`src/rtl/polar_io_pkg.sv`:
```
`default_nettype none
// +----------------------------------------------------------------------------+
// | Package     : polar_io_pkg                                                 |
// | Description : Shared types, constants and helpers for the polar decoder    |
// |               stream front end (LLR input loader).                         |
// |               - loader_state_t : loader FSM state encoding                 |
// |               - calc_addr_width: BRAM word address width from N and lanes  |
// |               - sat_sym        : symmetric saturation to a signed width    |
// | Revision    : 1.0  initial release                                         |
// +----------------------------------------------------------------------------+
package polar_io_pkg;

  typedef enum logic [1:0] {
    ST_IDLE  = 2'd0,
    ST_LOAD  = 2'd1,
    ST_FLUSH = 2'd2
  } loader_state_t;

  // Word address width: one BRAM word holds `lanes` LLRs of a 2^max_log_n frame.
  function automatic int unsigned calc_addr_width(input int unsigned max_log_n,
                                                  input int unsigned lanes);
    return max_log_n - $clog2(lanes);
  endfunction

  localparam int unsigned DEF_MAX_LOG_N  = 10;
  localparam int unsigned DEF_LANES      = 4;
  localparam int unsigned DEF_ADDR_WIDTH = calc_addr_width(DEF_MAX_LOG_N, DEF_LANES);

  // Clamp x into +/-(2^(out_w-1)-1). The range is symmetric on purpose: the
  // most-negative code of out_w bits is never produced, so the decoder can
  // negate any stored LLR without overflow.
  function automatic int sat_sym(input int x, input int out_w);
    int lim;
    lim = (1 << (out_w - 1)) - 1;
    if (x > lim) begin
      return lim;
    end else if (x < -lim) begin
      return -lim;
    end else begin
      return x;
    end
  endfunction

endpackage : polar_io_pkg
`default_nettype wire

```
`src/rtl/llr_saturate.sv`:
```
`default_nettype none
// +----------------------------------------------------------------------------+
// | Module      : llr_saturate                                                 |
// | Description : Combinational single-lane symmetric saturation of a signed   |
// |               channel LLR from IN_WIDTH to LLR_WIDTH bits.                 |
// | Ports       : llr_i  in  IN_WIDTH   signed incoming LLR                    |
// |               llr_o  out LLR_WIDTH  signed clamped LLR                     |
// | Revision    : 1.0  initial release                                         |
// +----------------------------------------------------------------------------+
module llr_saturate
  import polar_io_pkg::*;
#(
  parameter int unsigned IN_WIDTH  = 8,
  parameter int unsigned LLR_WIDTH = 6
) (
  input  logic signed [IN_WIDTH-1:0]  llr_i,
  output logic signed [LLR_WIDTH-1:0] llr_o
);

  int w_sat;

  // Signed widening to int, clamp, then narrow; the clamped value always fits.
  assign w_sat = sat_sym(int'(llr_i), int'(LLR_WIDTH));
  assign llr_o = LLR_WIDTH'(w_sat);

endmodule : llr_saturate
`default_nettype wire

```
`src/rtl/llr_input_loader.sv`:
```
`default_nettype none
// +----------------------------------------------------------------------------+
// | Module      : llr_input_loader                                             |
// | Description : Multi-lane AXI-Stream front end of the polar decoder. Loads  |
// |               one frame of channel LLRs per start, saturates each lane and |
// |               writes packed words into the LLR init BRAM. Detects early,   |
// |               missing tlast and bad code-length configuration.             |
// | Ports       : clk, reset (async, active-high)                              |
// |               start, log_n              frame request / code length exp.   |
// |               saxis_tvalid/tlast/tdata  stream input                       |
// |               saxis_tready              stream ready (state decoded)       |
// |               bram_en/we/addr/wdata     registered BRAM write port         |
// |               frame_done                end of every frame attempt         |
// |               err_early_last, err_missing_last, err_cfg   error pulses     |
// |               busy                      FSM not idle                       |
// | Revision    : 1.0  initial release                                         |
// +----------------------------------------------------------------------------+
module llr_input_loader
  import polar_io_pkg::*;
#(
  parameter int unsigned MAX_LOG_N  = DEF_MAX_LOG_N,
  parameter int unsigned LANES      = DEF_LANES,
  parameter int unsigned IN_WIDTH   = 8,
  parameter int unsigned LLR_WIDTH  = 6,
  parameter int unsigned ADDR_WIDTH = calc_addr_width(MAX_LOG_N, LANES)
) (
  input  logic                          clk,
  input  logic                          reset,
  input  logic                          start,
  input  logic [3:0]                    log_n,
  input  logic                          saxis_tvalid,
  input  logic                          saxis_tlast,
  input  logic [LANES*IN_WIDTH-1:0]     saxis_tdata,
  output logic                          saxis_tready,
  output logic                          bram_en,
  output logic                          bram_we,
  output logic [ADDR_WIDTH-1:0]         bram_addr,
  output logic [LANES*LLR_WIDTH-1:0]    bram_wdata,
  output logic                          frame_done,
  output logic                          err_early_last,
  output logic                          err_missing_last,
  output logic                          err_cfg,
  output logic                          busy
);

  // One extra counter bit so a full 2^ADDR_WIDTH-beat frame never wraps.
  localparam int unsigned c_cnt_w     = ADDR_WIDTH + 1;
  localparam logic [3:0]  c_log_lanes = 4'($clog2(LANES));
  localparam logic [3:0]  c_max_log_n = 4'(MAX_LOG_N);

  loader_state_t state_q, state_d;

  logic [c_cnt_w-1:0]          cnt_q, cnt_d;
  logic [c_cnt_w-1:0]          beats_q, beats_d;
  logic                        bram_we_q, bram_we_d;
  logic [ADDR_WIDTH-1:0]       bram_addr_q, bram_addr_d;
  logic [LANES*LLR_WIDTH-1:0]  bram_wdata_q, bram_wdata_d;
  logic                        early_q, early_d;
  logic                        missing_q, missing_d;
  logic                        cfg_q, cfg_d;
  logic                        done_q, done_d;
  // Normal and early ends report frame_done one cycle after their final write.
  logic                        done_pend_q, done_pend_d;
  logic                        w_done_now;

  logic [LANES*LLR_WIDTH-1:0]  w_sat_data;
  logic                        w_cfg_ok;
  logic                        w_last_beat;

  // --------------------------------------------------------------------------
  // Per-lane saturation
  // --------------------------------------------------------------------------
  for (genvar k = 0; k < LANES; k++) begin : g_lane
    llr_saturate #(
      .IN_WIDTH (IN_WIDTH),
      .LLR_WIDTH(LLR_WIDTH)
    ) u_sat (
      .llr_i(saxis_tdata[k*IN_WIDTH +: IN_WIDTH]),
      .llr_o(w_sat_data[k*LLR_WIDTH +: LLR_WIDTH])
    );
  end

  assign w_cfg_ok    = (log_n >= c_log_lanes) && (log_n <= c_max_log_n);
  assign w_last_beat = (cnt_q == (beats_q - c_cnt_w'(1)));

  // --------------------------------------------------------------------------
  // FSM: state register
  // --------------------------------------------------------------------------
  always_ff @(posedge clk or posedge reset) begin
    if (reset) begin
      state_q <= ST_IDLE;
    end else begin
      state_q <= state_d;
    end
  end

  // --------------------------------------------------------------------------
  // FSM: next state, counter and next values of the registered outputs
  // --------------------------------------------------------------------------
  always_comb begin
    state_d      = state_q;
    cnt_d        = cnt_q;
    beats_d      = beats_q;
    bram_we_d    = 1'b0;
    bram_addr_d  = bram_addr_q;
    bram_wdata_d = bram_wdata_q;
    early_d      = 1'b0;
    missing_d    = 1'b0;
    cfg_d        = 1'b0;
    done_pend_d  = 1'b0;
    w_done_now   = 1'b0;

    case (state_q)
      ST_IDLE: begin
        if (start) begin
          if (w_cfg_ok) begin
            beats_d = c_cnt_w'(1) << (log_n - c_log_lanes);
            cnt_d   = '0;
            state_d = ST_LOAD;
          end else begin
            cfg_d      = 1'b1;
            w_done_now = 1'b1;
          end
        end
      end

      ST_LOAD: begin
        if (saxis_tvalid) begin
          bram_we_d    = 1'b1;
          bram_addr_d  = cnt_q[ADDR_WIDTH-1:0];
          bram_wdata_d = w_sat_data;
          cnt_d        = cnt_q + c_cnt_w'(1);
          if (w_last_beat) begin
            if (saxis_tlast) begin
              done_pend_d = 1'b1;
              state_d     = ST_IDLE;
            end else begin
              missing_d = 1'b1;
              state_d   = ST_FLUSH;
            end
          end else if (saxis_tlast) begin
            early_d     = 1'b1;
            done_pend_d = 1'b1;
            state_d     = ST_IDLE;
          end
        end
      end

      ST_FLUSH: begin
        if (saxis_tvalid && saxis_tlast) begin
          w_done_now = 1'b1;
          state_d    = ST_IDLE;
        end
      end

      default: begin
        state_d = ST_IDLE;
      end
    endcase

    // A config error in the cycle after a normal end merges into one pulse.
    done_d = w_done_now | done_pend_q;
  end

  // --------------------------------------------------------------------------
  // Counter and output registers
  // --------------------------------------------------------------------------
  always_ff @(posedge clk or posedge reset) begin
    if (reset) begin
      cnt_q        <= '0;
      beats_q      <= '0;
      bram_we_q    <= 1'b0;
      bram_addr_q  <= '0;
      bram_wdata_q <= '0;
      early_q      <= 1'b0;
      missing_q    <= 1'b0;
      cfg_q        <= 1'b0;
      done_q       <= 1'b0;
      done_pend_q  <= 1'b0;
    end else begin
      cnt_q        <= cnt_d;
      beats_q      <= beats_d;
      bram_we_q    <= bram_we_d;
      bram_addr_q  <= bram_addr_d;
      bram_wdata_q <= bram_wdata_d;
      early_q      <= early_d;
      missing_q    <= missing_d;
      cfg_q        <= cfg_d;
      done_q       <= done_d;
      done_pend_q  <= done_pend_d;
    end
  end

  assign saxis_tready     = (state_q != ST_IDLE);
  assign busy             = (state_q != ST_IDLE);
  assign bram_en          = bram_we_q;
  assign bram_we          = bram_we_q;
  assign bram_addr        = bram_addr_q;
  assign bram_wdata       = bram_wdata_q;
  assign frame_done       = done_q;
  assign err_early_last   = early_q;
  assign err_missing_last = missing_q;
  assign err_cfg          = cfg_q;

endmodule : llr_input_loader
`default_nettype wire

```
`config.mk`:
```
export PLATFORM = sky130hd
export DESIGN_NAME = llr_input_loader
export DESIGN_NICKNAME = d
export VERILOG_FILES = /design/src/rtl/polar_io_pkg.sv /design/src/rtl/llr_saturate.sv /design/src/rtl/llr_input_loader.sv
export SDC_FILE = /design/constraint.sdc
export NUM_CORES = 1
export LEC_CHECK = 0
export ABC_AREA = 1
export CAP_MARGIN = 20
export CORE_MARGIN = 4
export CORE_UTILIZATION = 41
export DETAILED_ROUTE_END_ITERATION = 10
export GPL_ROUTABILITY_DRIVEN = 0
export PLACE_DENSITY = 0.7
export SETUP_SLACK_MARGIN = 0.5
export SYNTH_ARGS = -nofsm -noshare
export SYNTH_HDL_FRONTEND = slang
export SYNTH_SLANG_ARGS = --single-unit
```
`constraint.sdc`:
```
create_clock -name clk -period 2.25 [get_ports clk]
set_input_delay 0.45 -clock clk [delete_from_list [all_inputs] [get_ports clk]]
set_output_delay 0.45 -clock clk [all_outputs]
set_load 0.01 [all_outputs]
```
==> run summary <==
top cell type's share of synthesized area - 0.484
f_max - 589 MHz
Worst Path Buf+Inv - 1
largest net degree at the start of global routing - 59
endpoint class of the critical path - output pin
crit-path cells - clkdlybuf4s50_1
final worst-path setup slack - 554 ps
via count - 2820
Clock Pin Slew Worst Setup and Hold Paths - 70 ps
unrepaired setup endpoints after global routing - false
period utilisation layout - 0.754
Power Dens Cells - 919 mW/mm2
# rows - 30
number of global-route vias before repair - 2720
dominant cell type by area after synthesis - dfrtp_1
Seq/Total Area, Yosys - 0.484
synthesized net count - 426
Startpoint Class - flip-flop
Via density - 4.87
Post-synth EDFFs - 0
First-pass DRT Iterations - 4
Ant. Diodes - 0
Lkg Pwr - 2.04 nW
Buffers on Ports - 80
post-layout min period - 1700 ps
1st-iter DRT viols - 92
crit path from - bram_addr[6]
maxcap violations - 0
TritonCTS clock tree - done
combinational share of power - 0.359
Mapped Area - 0.00300 mm2
Switching Share - 0.330
CP required - 1800 ps
DP HPWL - 5.53 mm
routed len/inst - 13.0 um
CORE AREA - 0.00694 mm2
Synth async-reset ratio - 1.00
Worst Path Class, Setup - flip-flop to output pin
post-route ant nets - 0
Synth Flop Type - dfrtp_1
DRC violations left - 0
Final Max Tran Viols - 0
Top delay family on crit path - buffers and inverters
GR Util All Layers - 0.176
Mapped Cells - 381
Reg-to-Reg Start - beats_q[0]
clk_lat worst skew - 340 ps
CTS root buf - clkbuf_8
H-tree depth - 3
HP Start - done_pend_q
CTS Buffer Depth - 2
die width - 93.5 um
Final nets - 524
Flop pwr share - 0.364
Final TNS setup - 0 ps
initial antenna violation count - 0
Die H - 93.5 um
cts bufs inserted - 9
Worst Tran Pin Value - 308 ps
crit path max fanout - 2
syn avg cell area - 7.87 um2
final-report setup violation count - 0
Final Hold Viols - 0
layout cells sized above 1 - 0.124
#FFs+latches synth - 58
pre-CTS setup slack - 142 ps
gr ovfl total - 0
critical path's largest stage delay - 570 ps
peak supply drop - 0.379 mV
status - finished clean
total wire length - 7.51 mm
Sink Count - 58
Starting Density - 0.432
P&R area growth vs syn - 42.4%
critical path arrival - 1250 ps
first-pass GRT wire length - 12.3 mm
main area contributors after synthesis - dfrtp_1 (48%), nand2_1 (15%), o21ai_0 (6.0%)
synth warn - 0
worst min path class - flip-flop to flip-flop
most numerous cell in the Yosys netlist - nand2_1
Switch Pwr - 1.29 mW
clock share of power - 0.278
Critical Path Slowest Stage Cell - clkdlybuf4s50_1
Ports - 81
Int Power - 2.63 mW
layout filler cell count - 605
library cells used by synthesis - 30
top cells by count, synth - nand2_1 (120), dfrtp_1 (58), nor2_1 (38)
die area - 0.00874 mm2
Max transition margin - 0.794
clk_skew - 5.08 ps
layer usage:
layer | GRT usage | vias to the layer above | share of wire
met4 | 0.0757 | 0 | 0.019
met1 | 0.235 | 1285 | 0.46
met3 | 0.0362 | 14 | 0.078
met5 | 0 | - | 0
li1 | - | 1429 | -
met2 | 0.276 | 92 | 0.45
final cells by class:
cell class                      instances  area, um2  area share
Tap cell                               96        120      0.0282
Clock buffer                           11        151      0.0355
Clock inverter                          4       75.1      0.0176
Inverter                               36        139      0.0326
Multi-Input combinational cell        278       1390       0.325
Sequential cell                        58       1450       0.340
Timing Repair Buffer                   96        943       0.221
layout by cell type, fill, tap and decap left out, types with 5 or more instances in the layout:
| master | count |
|---|---|
| nand2_1 | 119 |
| inv_2 | 8 |
| nand4_1 | 12 |
| nor3_1 | 5 |
| dfrtp_1 | 57 |
| xor2_1 | 8 |
| buf_4 | 15 |
| nand3_1 | 25 |
| inv_1 | 27 |
| nor2_1 | 36 |
| clkdlybuf4s50_1 | 74 |
| nor2_2 | 5 |
| o21ai_0 | 36 |
| clkbuf_8 | 11 |
power by group through the flow:
stage          clock, mW  combinational, mW  sequential, mW
4_1_cts             1.11               1.36            1.43
2_1_floorplan          0              0.664            1.50
3_3_place_gp           0               1.33            1.44
3_5_place_dp           0               1.35            1.44
6_report            1.09               1.41            1.43
5_1_grt             1.15               1.56            1.46
sequential cells by signal, summed over array words and instances (netlist names):
| name | flops |
|---|---|
| bram_addr | 8 |
| bram_wdata | 24 |
| err_missing_last | 1 |
| frame_done | 1 |
| cnt_q | 9 |
| err_cfg | 1 |
| bram_en | 1 |
| err_early_last | 1 |
| state_q | 2 |
| beats_q | 9 |
| done_pend_q | 1 |
per-stage QoR:
step           cell area, um2  utilization  std cells  hold slack, ps  power (mW)
4_1_cts                  4170        0.601        570             446        3.91
5_1_grt                  4270        0.614        579             476        4.17
3_3_place_gp             3930        0.566        555             424        2.77
2_1_floorplan            3000            -        381             413        2.17
3_5_place_dp             3930        0.566        555             431        2.79
6_report                 4270        0.614        579             439        3.92
logic make-up (layout without fill, tap and decap cells):
family                   count (synthesis)  count (layout)  share of synthesized area
adder cells (fa/ha/maj)                  4               4                     0.0167
flip-flops                              58              58                      0.484
buffers and inverters                   45             147                     0.0635
XOR/XNOR                                10              10                     0.0317
AND/OR/NAND/NOR                        211             211                      0.302
AO/OA/AOI/OAI                           53              53                      0.102
worst paths after layout:
path | to | slack (ps) | cells after the start
max in group asynchronous | state_q[0] | 1430 | 3
worst min-delay path | frame_done | 440 | 1
worst max register to register | state_q[0] | 610 | 10
min in group asynchronous | bram_wdata[19] | 540 | 3
worst max-delay path | bram_addr[6] | 550 | 1
worst min register to register | frame_done | 440 | 1
what timing repair did:
item | in CTS | in global routing
pin swaps | 0 | 7
endpoints found under the setup margin | 4 | 23
resized for setup | 9 | 11
gates cloned | 0 | 0
buffers inserted | 0 | 9
hold buffers | 0 | 0
Note: power is estimated with default switching activity, not from simulation.
